$ cat config.mk
export PLATFORM = sky130hd
export DESIGN_NAME = alu_multicycle
export DESIGN_NICKNAME = d
export VERILOG_FILES = /design/src/rtl/alu_pkg.sv /design/src/rtl/alu_muldiv_iter.sv /design/src/rtl/alu_multicycle.sv
export SDC_FILE = /design/constraint.sdc
export NUM_CORES = 1
export LEC_CHECK = 0
export BUFFER_PORTS_ARGS = -buffer_cell sky130_fd_sc_hd__buf_2
export CORE_MARGIN = 2
export CORE_UTILIZATION = 31
export DETAILED_ROUTE_END_ITERATION = 16
export GPL_ROUTABILITY_DRIVEN = 0
export PLACE_DENSITY = 0.55
export SYNTH_ARGS = -nofsm -noshare
export SYNTH_HDL_FRONTEND = slang
export SYNTH_SLANG_ARGS = --single-unit
export TNS_END_PERCENT = 50
$ cat constraint.sdc
create_clock -name clk -period 2.6 [get_ports clk]
set_input_delay 0 -clock clk [delete_from_list [all_inputs] [get_ports clk]]
set_output_delay 0 -clock clk [all_outputs]
set_load 0.01 [all_outputs]
$ cat src/rtl/alu_pkg.sv
// Shared definitions for the multicycle ALU: opcodes, FSM states, flag bundle.
// Latency: none (definitions only).
// Backpressure: none. MUL/DIV states exist only when ALU_MC_MULDIV_EN is defined.
package alu_pkg;

    localparam logic [3:0] OP_ADD   = 4'h0;
    localparam logic [3:0] OP_SUB   = 4'h1;
    localparam logic [3:0] OP_AND   = 4'h2;
    localparam logic [3:0] OP_MUL   = 4'h3;
    localparam logic [3:0] OP_OR    = 4'h4;
    localparam logic [3:0] OP_MULHU = 4'h5;
    localparam logic [3:0] OP_XOR   = 4'h6;
    localparam logic [3:0] OP_DIVU  = 4'h7;
    localparam logic [3:0] OP_SLL   = 4'h8;
    localparam logic [3:0] OP_REMU  = 4'h9;
    localparam logic [3:0] OP_SRL   = 4'hA;
    localparam logic [3:0] OP_SRA   = 4'hB;
    localparam logic [3:0] OP_SLT   = 4'hC;
    localparam logic [3:0] OP_SLTU  = 4'hE;

`ifdef ALU_MC_MULDIV_EN
    typedef enum logic [1:0] {IDLE, MUL, DIV, DONE} state_t;
`else
    typedef enum logic [1:0] {IDLE, DONE} state_t;
`endif

    typedef struct packed {
        logic carry;
        logic overflow;
        logic zero;
    } flags_t;

    function automatic logic is_mul_op(input logic [3:0] op);
        return (op == OP_MUL) || (op == OP_MULHU);
    endfunction

    function automatic logic is_div_op(input logic [3:0] op);
        return (op == OP_DIVU) || (op == OP_REMU);
    endfunction

endpackage

$ cat src/rtl/alu_muldiv_iter.sv
// Iterative unsigned datapath: radix-2 shift-add multiply / restoring divide.
// Latency: WIDTH iterations after start; done is high during the last one.
// Backpressure: none; a new start restarts it, results hold until the next start.
module alu_muldiv_iter
    import alu_pkg::*;
#(
    parameter int WIDTH = 32,
    parameter int CNT_W = $clog2(WIDTH) + 1
) (
    input  logic             clk,
    input  logic             rst_n,
    input  logic             start,
    input  logic             is_div,
    input  logic [WIDTH-1:0] a,
    input  logic [WIDTH-1:0] b,
    output logic             done,
    output logic [WIDTH-1:0] lo,
    output logic [WIDTH-1:0] hi
);

    localparam logic [CNT_W-1:0] LAST = CNT_W'(WIDTH - 1);

    // Multiply: {partial product, remaining multiplier bits}.
    // Divide:   {partial remainder, dividend bits shifting into quotient}.
    logic [2*WIDTH-1:0] work;
    logic [2*WIDTH-1:0] work_nxt;
    logic [WIDTH-1:0]   b_q;
    logic               div_q;
    logic               busy;
    logic [CNT_W-1:0]   cnt;
    logic [WIDTH:0]     add_sum;
    logic [WIDTH:0]     trial;

    assign done = busy && (cnt == LAST);
    assign lo   = work[WIDTH-1:0];
    assign hi   = work[2*WIDTH-1:WIDTH];

    // One iteration step of either algorithm.
    always_comb begin
        add_sum  = {1'b0, work[2*WIDTH-1:WIDTH]} + (work[0] ? {1'b0, b_q} : '0);
        trial    = work[2*WIDTH-1:WIDTH-1] - {1'b0, b_q};
        work_nxt = {add_sum, work[WIDTH-1:1]};
        if (div_q) begin
            if (trial[WIDTH]) begin
                work_nxt = {work[2*WIDTH-2:0], 1'b0};
            end else begin
                work_nxt = {trial[WIDTH-1:0], work[WIDTH-2:0], 1'b1};
            end
        end
    end

    // Operand capture on start, then one step per cycle until WIDTH steps are done.
    always_ff @(posedge clk or negedge rst_n) begin
        if (!rst_n) begin
            work  <= '0;
            b_q   <= '0;
            div_q <= 1'b0;
            busy  <= 1'b0;
            cnt   <= '0;
        end else if (start) begin
            work  <= {{WIDTH{1'b0}}, a};
            b_q   <= b;
            div_q <= is_div;
            busy  <= 1'b1;
            cnt   <= '0;
        end else if (busy) begin
            work <= work_nxt;
            cnt  <= cnt + 1'b1;
            if (cnt == LAST) begin
                busy <= 1'b0;
            end
        end
    end

endmodule

$ cat src/rtl/alu_multicycle.sv
// Multicycle ALU: single-cycle ops plus optional iterative mul/div (ALU_MC_MULDIV_EN).
// Latency: 1 cycle for single-cycle ops, WIDTH+2 cycles for mul/mulhu/divu/remu.
// Backpressure: valid/ready; result and flags hold while out_valid && !out_ready.
module alu_multicycle
    import alu_pkg::*;
#(
    parameter int WIDTH = 32,
    parameter int CNT_W = $clog2(WIDTH) + 1
) (
    input  logic             clk,
    input  logic             rst_n,
    input  logic             in_valid,
    output logic             in_ready,
    input  logic [WIDTH-1:0] A,
    input  logic [WIDTH-1:0] B,
    input  logic [3:0]       select,
    output logic             out_valid,
    input  logic             out_ready,
    output logic [WIDTH-1:0] result,
    output logic             carry_out_flag,
    output logic             overflow,
    output logic             zero_flag
);

    localparam int SH_W = $clog2(WIDTH);
    localparam int MSB  = WIDTH - 1;

    state_t           state;
    flags_t           flags_q;
    logic             accept;
    logic [WIDTH:0]   add_full;
    logic [WIDTH:0]   sub_full;
    logic             sub_v;
    logic [SH_W-1:0]  shamt;
    logic [WIDTH-1:0] sc_result;
    flags_t           sc_flags;

    assign in_ready       = (state == IDLE) && (!out_valid || out_ready);
    assign accept         = in_valid && in_ready;
    assign carry_out_flag = flags_q.carry;
    assign overflow       = flags_q.overflow;
    assign zero_flag      = flags_q.zero;

    // Single-cycle result and flags straight from the live inputs.
    always_comb begin
        add_full  = {1'b0, A} + {1'b0, B};
        sub_full  = {1'b0, A} + {1'b0, ~B} + (WIDTH+1)'(1);
        sub_v     = (A[MSB] != B[MSB]) && (sub_full[MSB] != A[MSB]);
        shamt     = B[SH_W-1:0];
        sc_result = '0;
        sc_flags  = '0;
        case (select)
            OP_ADD: begin
                sc_result         = add_full[WIDTH-1:0];
                sc_flags.carry    = add_full[WIDTH];
                sc_flags.overflow = (A[MSB] == B[MSB]) && (add_full[MSB] != A[MSB]);
            end
            OP_SUB: begin
                sc_result         = sub_full[WIDTH-1:0];
                sc_flags.carry    = sub_full[WIDTH];
                sc_flags.overflow = sub_v;
            end
            OP_AND: sc_result = A & B;
            OP_OR:  sc_result = A | B;
            OP_XOR: sc_result = A ^ B;
            OP_SLL: sc_result = A << shamt;
            OP_SRL: sc_result = A >> shamt;
            OP_SRA: sc_result = $signed(A) >>> shamt;
            // The comparator is the A-B subtractor: slt reports its signed
            // overflow, sltu reports its borrow.
            OP_SLT: begin
                sc_result         = {{(WIDTH-1){1'b0}}, sub_full[MSB] ^ sub_v};
                sc_flags.overflow = sub_v;
            end
            OP_SLTU: begin
                sc_result         = {{(WIDTH-1){1'b0}}, !sub_full[WIDTH]};
                sc_flags.overflow = !sub_full[WIDTH];
            end
`ifdef ALU_MC_MULDIV_EN
            // Only reached for B == 0; nonzero divisors go to the iterator.
            OP_DIVU: begin
                sc_result         = '1;
                sc_flags.overflow = 1'b1;
            end
            OP_REMU: begin
                sc_result         = A;
                sc_flags.overflow = 1'b1;
            end
`endif
            default: sc_result = '0;
        endcase
        sc_flags.zero = (sc_result == '0);
    end

`ifdef ALU_MC_MULDIV_EN
    logic             go_mul;
    logic             go_div;
    logic             iter_done;
    logic [WIDTH-1:0] iter_lo;
    logic [WIDTH-1:0] iter_hi;
    logic [3:0]       op_q;
    logic [WIDTH-1:0] iter_res;
    flags_t           iter_flags;

    assign go_mul = is_mul_op(select);
    assign go_div = is_div_op(select) && (B != '0);

    alu_muldiv_iter #(
        .WIDTH (WIDTH),
        .CNT_W (CNT_W)
    ) u_iter (
        .clk    (clk),
        .rst_n  (rst_n),
        .start  (accept && (go_mul || go_div)),
        .is_div (go_div),
        .a      (A),
        .b      (B),
        .done   (iter_done),
        .lo     (iter_lo),
        .hi     (iter_hi)
    );

    // Pick the half the captured opcode asked for and derive its flags.
    always_comb begin
        iter_res   = iter_lo;
        iter_flags = '0;
        case (op_q)
            OP_MUL: begin
                iter_res            = iter_lo;
                iter_flags.overflow = |iter_hi;
            end
            OP_MULHU: iter_res = iter_hi;
            OP_REMU:  iter_res = iter_hi;
            default:  iter_res = iter_lo;
        endcase
        iter_flags.zero = (iter_res == '0);
    end
`endif

    // Control FSM with registered result, flags and out_valid.
    always_ff @(posedge clk or negedge rst_n) begin
        if (!rst_n) begin
            state     <= IDLE;
            out_valid <= 1'b0;
            result    <= '0;
            flags_q   <= '0;
`ifdef ALU_MC_MULDIV_EN
            op_q      <= '0;
`endif
        end else begin
            case (state)
                IDLE: begin
                    if (accept) begin
`ifdef ALU_MC_MULDIV_EN
                        if (go_mul || go_div) begin
                            state     <= go_mul ? MUL : DIV;
                            op_q      <= select;
                            out_valid <= 1'b0;
                        end else begin
                            result    <= sc_result;
                            flags_q   <= sc_flags;
                            out_valid <= 1'b1;
                        end
`else
                        result    <= sc_result;
                        flags_q   <= sc_flags;
                        out_valid <= 1'b1;
`endif
                    end else if (out_ready) begin
                        out_valid <= 1'b0;
                    end
                end
`ifdef ALU_MC_MULDIV_EN
                MUL, DIV: begin
                    if (iter_done) begin
                        state <= DONE;
                    end
                end
                DONE: begin
                    result    <= iter_res;
                    flags_q   <= iter_flags;
                    out_valid <= 1'b1;
                    state     <= IDLE;
                end
`endif
                default: state <= IDLE;
            endcase
        end
    end

endmodule
== Word-level counts from Yosys, hierarchy flattened ==
Index checks and enable logic that the tools add are counted.

* Bits in registers: 36
* Latch bits: 0
* Bits in writable memories: 0
* Bits in read-only memories: 0
* Input bits: 72
* Output and inout port bits: 37
* Word-level logic and storage cells: 44
* Memories kept: 0

* Add/subtract/negate cells: 3
* Multiply operators: 0
* Div/mod/pow operators: 0
* Magnitude comparators: 0
* Equality and inequality tests: 13
* Shift-type cells: 3
* Mux-type cells: 5
* Bitwise gates (word level): 5
* Reduce and logical (&&, ||, !) cells: 10

{| class="wikitable"
|+ Operators with widths
! operator !! count
|-
| $pmux W32 S10 || 1
|-
| $add A32 B32 Y33 || 2
|-
| $add A33 B1 Y33 const B || 1
|-
| $and A32 B32 Y32 || 1
|-
| $logic_not A32 Y1 || 1
|-
| $not A32 Y32 || 1
|-
| $or A32 B32 Y32 || 1
|-
| $shl A32 B5 Y32 || 1
|-
| $shr A32 B5 Y32 || 1
|-
| $sshr A32 B5 Y32 || 1
|-
| $xor A32 B32 Y32 || 1
|-
| $eq A4 B4 Y1 const B || 5
|-
| $eq A4 B3 Y1 const B || 2
|-
| $eq A4 B1 Y1 const B || 1
|-
| $eq A4 B2 Y1 const B || 1
|-
| $logic_not A4 Y1 || 1
|-
| $logic_and A1 B1 Y1 || 3
|-
| $ne A1 B1 Y1 || 3
|-
| $pmux W1 S3 || 1
|-
| $logic_not A1 Y1 || 2
|-
| $mux W1 || 2
|-
| $pmux W1 S2 || 1
|-
| $reduce_bool A2 Y1 || 1
|-
| $reduce_or A2 Y1 || 1
|-
| 3 further kinds || 3
|}

== Depth between registers and ports, before layout ==
Gate-level depths: netlist of run 1.

* Depth after elaboration: 8
* Mapped depth: 28
* Gate-level depth less buffers: 24

== Worst setup path after synthesis of run 1 ==
No wires, ideal clock.

* Kind: input to register
* Start: input port B[3]
* End: register flags_q (netlist bit zero_flag)
* Library setup time: 0.068 ns
* Data arrival time: 4.787 ns
* Data required time: 2.532 ns
* Setup slack: -2.255 ns
* Stages: 28
* Path buffers: 4
* Path through: inv_1 > clkbuf_1 > buf_4 > clkbuf_1 > ha_1 > clkbuf_1 > inv_1 > o311ai_1 > a211oi_1 > nor3_1 > o21ai_0 > a21oi_1 > o21bai_1 > a21oi_1 > nor2_1 > nor2_1 > o21ai_0 > fa_1 > mux2i_1 > a32oi_1 > o21ai_0 > a221oi_1 > o21ai_0 > a221o_1 > nor4b_1 > nand4_1 > nor4_1 > a32o_1

* Cells in the longest elaborated chain, start to end: 8
* Elaborated cells on any way between the ends: 16
* Those cells by class: add/sub: 3; eq/ne: 1; shift: 3; mux: 1; bitwise: 5; reduce/logical: 3

{| class="wikitable"
|+ Ends and longest elaborated chain
! element !! RTL line !! RTL
|-
| from (decl) || alu_multicycle.sv:15 || <nowiki>input logic [WIDTH-1:0] B,</nowiki>
|-
| $not A32 Y32 || alu_multicycle.sv:47 || <nowiki>sub_full = {1'b0, A} + {1'b0, ~B} + (WIDTH+1)'(1);</nowiki>
|-
| $add A32 B32 Y33 || alu_multicycle.sv:47 ||
|-
| $add A33 B1 Y33 || alu_multicycle.sv:47 ||
|-
| $ne A1 B1 Y1 || alu_multicycle.sv:48 || <nowiki>sub_v = (A[MSB] != B[MSB]) && (sub_full[MSB] != A[MSB]);</nowiki>
|-
| $logic_and A1 B1 Y1 || alu_multicycle.sv:48 ||
|-
| $xor A1 B1 Y1 || alu_multicycle.sv:72 || <nowiki>sc_result = {{(WIDTH-1){1'b0}}, sub_full[MSB] ^ sub_v};</nowiki>
|-
| $pmux W32 S10 (*) || alu_multicycle.sv:52 || <nowiki>case (select)</nowiki>
|-
| $logic_not A32 Y1 (*) || alu_multicycle.sv:92 || <nowiki>sc_flags.zero = (sc_result == '0);</nowiki>
|-
| to (signal assigned) || alu_multicycle.sv:166 || <nowiki>flags_q <= sc_flags;</nowiki>
|-
| to (decl) || alu_multicycle.sv:29 || <nowiki>flags_t flags_q;</nowiki>
|}

Every way passes the cells marked *; elsewhere a longest branch is shown, timed or not.
A chain may end at the register's enable or synchronous reset.

== Worst setup path after layout of run 1 ==
* Start: input port A[13]
* End: register flags_q (netlist bit zero_flag)

* Cells in the longest elaborated chain, start to end: 7
* Elaborated cells on any way between the ends: 15
* Those cells by class: add/sub: 3; eq/ne: 1; shift: 3; mux: 1; bitwise: 4; reduce/logical: 3

{| class="wikitable"
|+ Ends and longest elaborated chain
! element !! RTL line !! RTL
|-
| from (decl) || alu_multicycle.sv:14 || <nowiki>input logic [WIDTH-1:0] A,</nowiki>
|-
| $add A32 B32 Y33 || alu_multicycle.sv:47 ||
|-
| $add A33 B1 Y33 || alu_multicycle.sv:47 ||
|-
| $ne A1 B1 Y1 || alu_multicycle.sv:48 ||
|-
| $logic_and A1 B1 Y1 || alu_multicycle.sv:48 ||
|-
| $xor A1 B1 Y1 || alu_multicycle.sv:72 ||
|-
| $pmux W32 S10 (*) || alu_multicycle.sv:52 ||
|-
| $logic_not A32 Y1 (*) || alu_multicycle.sv:92 ||
|}

Marks and branches as above.

==> results of run 1 <==
==> worst max-delay path: cells and delay by family <==
kind	cells	cell delay, ns
fa+ha+maj	2	0.47
simple gates	8	1.11
mux	1	0.06
buf+inv	2	0.32
compound gates	12	2.00
==> worst paths after layout <==
| path | end | slack (ns) |
|---|---|---|
| max | zero_flag$_DFFE_PN0P_ | -1.13 |
| min in group asynchronous | result[4]$_DFFE_PN0P_ | 0.36 |
| min | result[28]$_DFFE_PN0P_ | 0.04 |
| min reg2reg | result[15]$_DFFE_PN0P_ | 0.47 |
| max reg2reg | zero_flag$_DFFE_PN0P_ | -0.34 |
| max in group asynchronous | result[15]$_DFFE_PN0P_ | 1.74 |
==> state kept, by name (all words and copies together) (netlist names) <==
signal          cells
carry_out_flag      1
zero_flag           1
result             32
out_valid           1
overflow            1
==> Yosys cell counts (7+ instances only) <==
library cell	number
a211oi_1	30
nand2b_1	24
buf_6	12
o221ai_1	18
clkbuf_1	71
buf_2	24
nand2_1	158
o2111ai_1	8
xnor2_1	11
mux2i_1	73
mux2_2	44
a31oi_1	11
a21oi_1	108
a2111oi_0	10
a221oi_1	23
mux2_4	10
o21bai_1	14
nor4_1	17
mux2_1	7
o22ai_1	22
inv_1	104
a22oi_1	14
and2_1	8
nand3_1	31
and3_1	7
o21ai_1	7
a211o_1	10
mux4_2	32
nor3_1	37
nor2b_1	18
ha_1	103
o211ai_1	30
o31ai_1	13
a21o_1	20
nor2_1	124
nand4_1	14
dfrtp_1	36
o21ai_0	104
a22o_1	9
==> timing repair <==
action / 4_1_cts / 5_1_grt
hold buffers: 2 / 0
gates cloned: 0 / 5
endpoints found under the setup margin: 35 / 35
pin swaps: 27 / 54
endpoints found under the hold margin: 37 / 0
setup buffers: 3 / 17
gates resized for setup: 60 / 138
==> cells by family (layout without fill, tap and decap cells) <==
family,count (synthesis),count (layout),synth area share [%]
AOI/OAI and AO/OA,524,524,31.4
and+or+nand+nor,482,482,20.0
buffers and inverters,225,823,8.77
muxes,168,168,19.2
adders and majority gates,106,106,11.7
DFF,36,36,7.85
xor gates and xnor gates,14,14,1.07
==> per-layer routing <==
layer | vias to the layer above | GRT usage (%)
li1 | 7027 | -
met1 | 7453 | 39.3
met2 | 1192 | 46.6
met3 | 327 | 6.88
met4 | 2 | 24.8
met5 | - | 0
==> cells in the final DEF (no fill, tap or decap), drive strengths merged, types with 8 or more instances in the layout <==
cell       n
a21oi    108
mux2      61
o22ai     23
a2111oi   11
a22o       9
o2111ai    8
nor4      17
ha       103
xnor2     11
nand2    158
buf      702
nor2b     18
a211o     10
o211ai    30
o221ai    18
nand3     31
clkbuf    11
a31oi     11
a22oi     16
mux2i     75
and2       9
o21bai    14
nand4     14
o31ai     13
nor3      38
a221oi    25
inv      102
a21o      20
nand2b    24
nor2     124
dfrtp     36
mux4      32
a211oi    32
o21ai    111
==> report_power, final <==
part,leakage (nW),internal (mW),switching (mW)
Combinational,7.86,1.88,2.25
Sequential,0.456,0.667,0.0545
Clock,0.0766,0.377,0.216
Total,8.40,2.93,2.52
==> area by class of cell <==
| cell class | count | share of cell area [%] |
|---|---|---|
| well taps | 468 | 3.27 |
| clock inverters | 2 | 0.0560 |
| multi-input cells | 1294 | 58.4 |
| repair buffers | 709 | 30.0 |
| flip-flops and latches | 36 | 5.04 |
| clock buffers | 6 | 0.777 |
| inverters | 106 | 2.48 |
==> through the flow <==
| step | hold slack, ns | worst slack (ns) | utilization (%) |
|---|---|---|---|
| finish | 0.0356 | -1.13 | 49.0 |
| global route | 0.0469 | -1.36 | 49.0 |
| detailed placement | 0.128 | -1.67 | 45.3 |
| floorplan | -0.296 | -1.34 | - |
| global placement | 0.119 | -1.53 | 45.3 |
| CTS | 0.0300 | -1.16 | 46.5 |
==> flow_metrics.env, run 1 <==
export IMPL_grt_pass1_wl_um=92200
export IMPL_wl_met2_um=26100
export IMPL_ant_nets=0
export IMPL_period_needed_ns=3.73
export IMPL_vdd_drop_max_uv=264
export IMPL_port_buffers=108
export IMPL_cts_made_buffers=5
export IMPL_fmax_ghz=0.268
export IMPL_rows=70
export IMPL_max_slew_worst_pin_slew_ns=1.13
export IMPL_fill_cells=3520
export IMPL_drt_iter0_markers=2145
export IMPL_core_area_um2=36500
export IMPL_cts_path_max_buffers=2
export IMPL_final_nets=2330
export IMPL_cp_data_arrival_time_ns=3.94
export IMPL_grt_max_degree=58
export IMPL_synth_avg_cell_area_um2=7.38
export IMPL_status="complete, but fails checks"
export IMPL_finalSetupTns_ns=-6.17
export IMPL_critPathCaptureType="register"
export IMPL_hold_depth=2
export IMPL_critPathMaxStageDelay_ns=0.32
export IMPL_fin_crit_sh_pct=143
export IMPL_critical_path_most_common_cell="o21ai_1"
export IMPL_worst_path_max_fanout=4
export IMPL_total_power_mw=5.44
export IMPL_drive_above_1_share_pct=44.8
export IMPL_post_dp_hpwl_um=51200
export IMPL_start_util_pct=31.4
export IMPL_p_leak_nw=8.40
export IMPL_netlist_instances=1555
export IMPL_viasPerCell=6.10
export IMPL_clk_pin_slew_ns=0.05
export IMPL_syn_cell_area_um2=11500
export IMPL_syn_to_final_growth_pct=55.7
export IMPL_power_density_nw_per_um2=304
export IMPL_synthArstFlopShare_pct=100
export IMPL_crit_slowest_cell="a221o_1"
export IMPL_yosys_cell_types_count=95
export IMPL_rsz0062_at_grt="true"
export IMPL_layoutNonFillerInstCount=2621
export IMPL_timing_hold_violations_final=0
export IMPL_drc=0
export IMPL_ys_flop_type="dfrtp_1"
export IMPL_cts_tree="yes"
export IMPL_cp_required_ns=2.81
export IMPL_report_final_slew_viol_count=0
export IMPL_dieArea_um2=38600
export IMPL_r2r_start="out_valid$_DFFE_PN0P_"
export IMPL_cp_start_kind="input pin"
export IMPL_routed_wl_um=64300
export IMPL_antenna_found_initial=1
export IMPL_cts_sinks=36
export IMPL_synth_seq_area_share_pct=7.85
export IMPL_synth_edf_count=0
export IMPL_crit_path_start="A[13]"
export IMPL_yosys_warnings=0
export IMPL_ys_ff_latch=36
export IMPL_fin_worst_skew_ns=0.00216
export IMPL_maxCapViolations=0
export IMPL_dieWidth_um=196
export IMPL_htreeDepth=2
export IMPL_multi_input_area_um2=10400
export IMPL_finalWorstSetupSlack_ns=-1.13
export IMPL_clk_latency_ns=0.28
export IMPL_placed_area_um2=16500
export IMPL_synth_top_area_share_pct=11.2
export IMPL_wl_per_cell_um=24.5
export IMPL_track_usage_pct=31.4
export IMPL_critical_path_class="input pin to register"
export IMPL_wl_met1_um=24100
export IMPL_synth_top_cell_by_area="ha_1"
export IMPL_placed_cells=2587
export IMPL_root_buffer="clkbuf_16"
export IMPL_grt_pass1_vias=15000
export IMPL_die_h_um=196
export IMPL_stdcell_area_um2=17900
export IMPL_r2r_cells=12
export IMPL_num_vias=16000
export IMPL_relSlewSlack_pct=24.8
export IMPL_setup_violations=20
export IMPL_drtPass1Iterations=6
export IMPL_wl_met3_um=7680
export IMPL_yosys_top_cells_area="ha_1 (11%), dfrtp_1 (7.8%), mux2i_1 (6.4%), mux4_2 (6.3%), nand2_1 (5.2%)"
export IMPL_antennaDiodeCount=0
export IMPL_seq_area_um2=901
export IMPL_ios=109
export IMPL_violations="negative setup slack"
export IMPL_grt_overflow=0
export IMPL_top_layer="met5"
export IMPL_min_path_type="input pin to register"
export IMPL_syn_num_nets=1733
export IMPL_hp_start="in_valid"
Note: power is estimated with default switching activity, not from simulation.
==> run 2, diff against run 1 <==
- MAX_ROUTING_LAYER: not set -> met4
==> run 2 against run 1 <==
Net effect: the run still ends with negative setup slack left; register-to-register slack about the same; combinational power hardly changed; critical path type unchanged; largest power group unchanged; maximum frequency decreased by 0.96%; wire length grew 0.17%; largest cell class unchanged; cell area grew 0.38%; via count grew 0.31%; first-iteration DRC count grew 6.1%; die area stayed put; utilization grew 0.19 points; count of clock-buffer cells in the layout unchanged; global-route usage up 0.90 points.
==> flow_metrics.env, run 2 (synthesis results as in run 1) <==
export IMPL_drive_above_1_share_pct=44.8
export IMPL_vdd_drop_max_uv=265
export IMPL_r2r_start="out_valid$_DFFE_PN0P_"
export IMPL_timing_hold_violations_final=0
export IMPL_period_needed_ns=3.76
export IMPL_sw_frac_of_total_pct=46.1
export IMPL_r2r_end="zero_flag$_DFFE_PN0P_"
export IMPL_wl_per_cell_um=24.5
export IMPL_cts_made_buffers=5
export IMPL_worst_path_max_fanout=3
export IMPL_setup_violations=23
export IMPL_power_frac_seq_pct=13.2
export IMPL_drc=0
export IMPL_holdWs_ns=0.0338
export IMPL_placed_area_um2=16500
export IMPL_grt_max_degree=58
export IMPL_min_path_type="input pin to register"
export IMPL_routed_wl_um=64400
export IMPL_core_area_um2=36500
export IMPL_critical_path_class="input pin to register"
export IMPL_relSlewSlack_pct=30.4
export IMPL_antennaDiodeCount=0
export IMPL_grt_pass1_vias=15000
export IMPL_cts_sinks=36
export IMPL_internal_power_mw=2.94
export IMPL_largest_reg_flops=32
export IMPL_antenna_found_initial=0
export IMPL_reg2reg_slack_ns=-0.33
export IMPL_track_usage_pct=32.3
export IMPL_htreeDepth=2
export IMPL_seq_area_um2=901
export IMPL_grt_overflow=0
export IMPL_fmax_ghz=0.266
export IMPL_ant_nets=0
export IMPL_critPathCaptureType="register"
export IMPL_crit_path_start="A[1]"
export IMPL_dieWidth_um=196
export IMPL_die_h_um=196
export IMPL_final_common_cell="buf_4"
export IMPL_total_power_mw=5.45
export IMPL_fin_worst_skew_ns=0.00107
export IMPL_p_leak_nw=8.44
export IMPL_max_slew_worst_pin_slew_ns=1.04
export IMPL_port_buffers=108
export IMPL_power_frac_clock_pct=10.9
export IMPL_drtPass1Iterations=7
export IMPL_dieArea_um2=38600
export IMPL_fin_crit_sh_pct=145
export IMPL_violations="negative setup slack"
export IMPL_cp_data_arrival_time_ns=3.97
export IMPL_r2r_cells=12
export IMPL_final_cell_mix="buf_4 (582), nand2_1 (151), nor2_1 (118)"
export IMPL_final_nets=2336
export IMPL_power_density_nw_per_um2=304
export IMPL_fill_cells=3510
export IMPL_cp_start_kind="input pin"
export IMPL_num_vias=16100
export IMPL_viasPerCell=6.11
export IMPL_syn_to_final_growth_pct=56.3
export IMPL_finalSetupTns_ns=-6.64
export IMPL_clk_latency_ns=0.27
export IMPL_start_util_pct=31.4
export IMPL_report_final_slew_viol_count=0
export IMPL_rsz0062_at_grt="true"
export IMPL_switchingPower_mw=2.51
export IMPL_stdcell_area_um2=18000
export IMPL_post_dp_hpwl_um=51200
export IMPL_status="complete, but fails checks"
export IMPL_cts_tree="yes"
export IMPL_cp_required_ns=2.81
export IMPL_rows=70
export IMPL_root_buffer="clkbuf_16"
export IMPL_cp_endpoint="zero_flag$_DFFE_PN0P_"
export IMPL_finalWorstSetupSlack_ns=-1.16
export IMPL_clk_pin_slew_ns=0.05
export IMPL_ios=109
export IMPL_combPwrFrac_pct=75.9
export IMPL_multi_input_area_um2=10400
export IMPL_cts_path_max_buffers=2
export IMPL_drt_iter0_markers=2276
export IMPL_grt_pass1_wl_um=92200
export IMPL_maxCapViolations=0
export IMPL_top_register="result"
run 2: how the worst min path moves through the flow:
| stage | from | to | slack [ns] | cells past startpoint |
|---|---|---|---|---|
| 6_report | in_valid | result[28]$_DFFE_PN0P_ | 0.03 | 2 |
| 3_3_place_gp | rst_n | result[1]$_DFFE_PN0P_ | 0.12 | 1 |
| 2_1_floorplan | rst_n | carry_out_flag$_DFFE_PN0P_ | -0.30 | 0 |
| 5_1_grt | in_valid | result[28]$_DFFE_PN0P_ | 0.05 | 2 |
| 4_1_cts | in_valid | result[28]$_DFFE_PN0P_ | 0.03 | 2 |
| 3_5_place_dp | rst_n | result[5]$_DFFE_PN0P_ | 0.13 | 1 |
run 2: layout make-up:
type / instances / area share [%]
Multi-Input combinational cell: 1294 / 58.1
Clock buffer: 6 / 0.774
Timing Repair Buffer: 715 / 30.4
Inverter: 106 / 2.47
Tap cell: 468 / 3.26
Sequential cell: 36 / 5.02
Clock inverter: 2 / 0.0558
run 2: repair_timing:
item | in CTS | in global routing
pin swaps | 27 | 56
hold buffers | 2 | 0
cloned | 0 | 5
resized for setup | 60 | 140
hold endpoints to repair | 37 | 0
endpoints found under the setup margin | 35 | 35
buffers inserted | 3 | 23
run 2: routing by layer:
| layer | track usage [%] | wire [um] |
|---|---|---|
| met3 | 6.95 | 7560 |
| met2 | 46.5 | 26200 |
| met5 | - | 0 |
| met1 | 39.3 | 24400 |
| met4 | 24.6 | 6310 |
run 2: power groups by stage:
stage          clock [mW]  combinational [mW]  sequential (mW)
2_1_floorplan           0                1.74            0.778
3_3_place_gp            0                3.60            0.728
3_5_place_dp            0                3.64            0.732
5_1_grt             0.626                4.32            0.733
6_report            0.591                4.14            0.722
4_1_cts             0.609                3.73            0.722
run 2: worst max-delay path, stage by stage:
cell and delay (ns):
buf_8 0.10, inv_6 0.05, ha_4 0.21, nor2_4 0.11
o311ai_4 0.17, a211oi_4 0.37, nor3_4 0.08, o21ai_2 0.23
a21oi_2 0.11, o21bai_1 0.16, a21oi_1 0.08, nor2_1 0.10
nor2_1 0.05, o21ai_1 0.20, fa_2 0.23, mux2i_1 0.06
a32oi_1 0.18, o21ai_1 0.10, a221oi_1 0.20, o21ai_1 0.12
a221o_1 0.32, nor4b_2 0.26, nand4_1 0.10, nor4_1 0.19
a32o_1 0.19
run 2: through the flow:
step | util, % | instances | setup slack, ns
final | 49.2 | 2627 | -1.16
after global routing | 49.2 | 2627 | -1.35
after CTS | 46.5 | 2599 | -1.16
after detailed placement | 45.3 | 2587 | -1.67
after global placement | 45.3 | 2587 | -1.53
after floorplan | - | 1555 | -1.34
==> run 3, diff against run 2 <==
- GPL_ROUTABILITY_DRIVEN: 0 -> not set
- SETUP_SLACK_MARGIN: not set -> 0.05
==> run 3 against run 2 <==
Net effect: the flow still finishes with violations (negative setup slack); maximum frequency grew 6.4%; global-route usage grew 7.1 points; first-iteration DRC count shrank 32%; utilization grew 4.3 points; critical path depth is the same; combinational power grew 13%; via count grew 0.43%; hold slack gained 0.031 ns; worst setup slack gained 0.23 ns; cell area grew 8.7%; non-clock buffer count grew 96; sequential share of layout area shrank 0.40 points; critical path type unchanged; critical endpoint unchanged.
==> flow_metrics.env, run 3 (synthesis results as in run 1) <==
export IMPL_drtPass1Iterations=7
export IMPL_cts_made_buffers=5
export IMPL_track_usage_pct=39.4
export IMPL_place_gp_congestion=1.09
export IMPL_cts_path_max_buffers=2
export IMPL_placed_cells=2657
export IMPL_ant_nets=0
export IMPL_fin_worst_skew_ns=0.00488
export IMPL_grt_overflow=0
export IMPL_r2r_cells=13
export IMPL_core_area_um2=36500
export IMPL_drc=0
export IMPL_layoutNonFillerInstCount=2725
export IMPL_drt_iter0_markers=1538
export IMPL_status="complete, but fails checks"
export IMPL_cp_endpoint="zero_flag$_DFFE_PN0P_"
export IMPL_max_slew_worst_pin_slew_ns=0.763
export IMPL_finalWorstSetupSlack_ns=-0.937
export IMPL_final_nets=2432
export IMPL_top_register="result"
export IMPL_crit_slowest_cell="a211oi_4"
export IMPL_p_leak_nw=9.10
export IMPL_grt_pass1_wl_um=108000
export IMPL_power_frac_seq_pct=11.7
export IMPL_pre_cts_slack_ns=-1.65
export IMPL_period_needed_ns=3.54
export IMPL_maxCapViolations=0
export IMPL_r2r_end="zero_flag$_DFFE_PN0P_"
export IMPL_r2r_start="out_valid$_DFFE_PN0P_"
export IMPL_drive_above_1_share_pct=50.8
export IMPL_grt_pass1_vias=15900
export IMPL_fmax_ghz=0.283
export IMPL_critPathMaxStageDelay_ns=0.37
export IMPL_dieArea_um2=38600
export IMPL_syn_to_final_growth_pct=69.9
export IMPL_htreeDepth=2
export IMPL_viasPerCell=5.92
export IMPL_min_path_type="input pin to register"
export IMPL_violations="negative setup slack"
export IMPL_switchingPower_mw=2.77
export IMPL_routed_wl_um=75500
export IMPL_critPathCaptureType="register"
export IMPL_setup_violations=23
export IMPL_fin_crit_sh_pct=136
export IMPL_sw_frac_of_total_pct=45.2
export IMPL_worst_path_max_fanout=4
export IMPL_holdWs_ns=0.0646
export IMPL_largest_reg_flops=32
export IMPL_cts_sinks=36
export IMPL_die_h_um=196
export IMPL_critical_path_class="input pin to register"
export IMPL_crit_path_start="B[1]"
export IMPL_port_buffers=108
export IMPL_crit_cells=25
export IMPL_final_common_cell="buf_4"
export IMPL_wl_per_cell_um=27.7
export IMPL_cp_start_kind="input pin"
export IMPL_power_density_nw_per_um2=313
export IMPL_final_cell_mix="buf_4 (642), nand2_1 (151), nor2_1 (114)"
export IMPL_reg2reg_slack_ns=-0.57
export IMPL_crit_buf_inv=2
export IMPL_rsz0062_at_grt="true"
export IMPL_grt_max_degree=56
export IMPL_root_buffer="clkbuf_16"
export IMPL_relSlewSlack_pct=49.1
export IMPL_report_final_slew_viol_count=0
export IMPL_combPwrFrac_pct=76.7
export IMPL_internal_power_mw=3.35
export IMPL_start_util_pct=31.4
export IMPL_clk_latency_ns=0.28
export IMPL_cp_top_family="compound AO/OA/AOI/OAI gates"
export IMPL_vdd_drop_max_uv=254
export IMPL_ios=109
export IMPL_timing_hold_violations_final=0
export IMPL_post_dp_hpwl_um=61800
export IMPL_num_vias=16100
export IMPL_cts_tree="yes"
export IMPL_power_frac_clock_pct=11.7
export IMPL_cp_data_arrival_time_ns=3.75
export IMPL_rows=70
export IMPL_clk_pin_slew_ns=0.05
export IMPL_dieWidth_um=196
export IMPL_cp_required_ns=2.82
export IMPL_antenna_found_initial=3
[run 3: cell count changes in the layout (fill, tap and decap cells not counted), moves of 7 or more]
cell     delta
inv_1      -14
buf_4      +60
a21oi_1    -13
buf_12      +8
a21oi_2    +11
buf_6      +32
inv_2      +11
ha_1       -11
o21ai_0     -9
ha_4        +7
[run 3: area by class of cell]
class                      instances  area, um^2
tap                              468         586
inverter                         106         462
fill                            3526       17000
antenna                            2        5.00
clock inverter                     1        30.0
clock buffer                       7         153
sequential                        36         901
multi-input combinational       1294       11000
timing repair buffer             811        6430
[run 3: repair_timing]
action / in CTS / in global routing
endpoints found under the setup margin: 32 / 32
gates resized for setup: 274 / 86
setup buffers: 38 / 21
pin swaps: 64 / 45
cloned: 6 / 0
endpoints found under the hold margin: 36 / 0
hold buffers: 1 / 0
[run 3: tightest hold or removal path, cell delays in order]
cell      delay, ns
buf_2          0.09
buf_4          0.11
nand2b_1       0.10
[run 3: routing by layer]
metal / track usage (%) / share of wire, % / vias up
li1: - / - / 7249
met1: 49.5 / 42 / 7835
met2: 61.6 / 44 / 845
met3: 5.20 / 7.6 / 190
met4: 21.1 / 6.6 / 0
met5: - / 0 / -
[run 3: worst min path at each step]
stage,startpoint,to,slack [ns],cells after the start
floorplan,rst_n,carry_out_flag$_DFFE_PN0P_,-0.30,0
global placement,rst_n,result[12]$_DFFE_PN0P_,0.11,1
detailed placement,rst_n,result[12]$_DFFE_PN0P_,0.11,1
CTS,in_valid,out_valid$_DFFE_PN0P_,0.06,3
global route,in_valid,out_valid$_DFFE_PN0P_,0.1,3
finish,in_valid,out_valid$_DFFE_PN0P_,0.06,3
[run 3: power by group through the flow]
stage | Combinational (mW) | Sequential, mW | Clock (mW)
after detailed placement | 3.97 | 0.726 | 0
final | 4.69 | 0.715 | 0.713
after CTS | 4.42 | 0.717 | 0.725
after global placement | 3.96 | 0.721 | 0
after floorplan | 1.75 | 0.778 | 0
after global routing | 4.89 | 0.729 | 0.740
[run 3: stage by stage]
| step | TNS, ns | util [%] | instance area, um^2 | total power [mW] |
|---|---|---|---|---|
| 6_report | -6.29 | 53.4 | 19500 | 6.12 |
| 5_1_grt | -8.72 | 53.4 | 19500 | 6.36 |
| 4_1_cts | -4.42 | 51.9 | 19000 | 5.86 |
| 3_5_place_dp | -25.52 | 46.9 | 17100 | 4.70 |
| 3_3_place_gp | -24.61 | 46.9 | 17100 | 4.68 |
| 2_1_floorplan | -3.97 | - | 11800 | 2.53 |
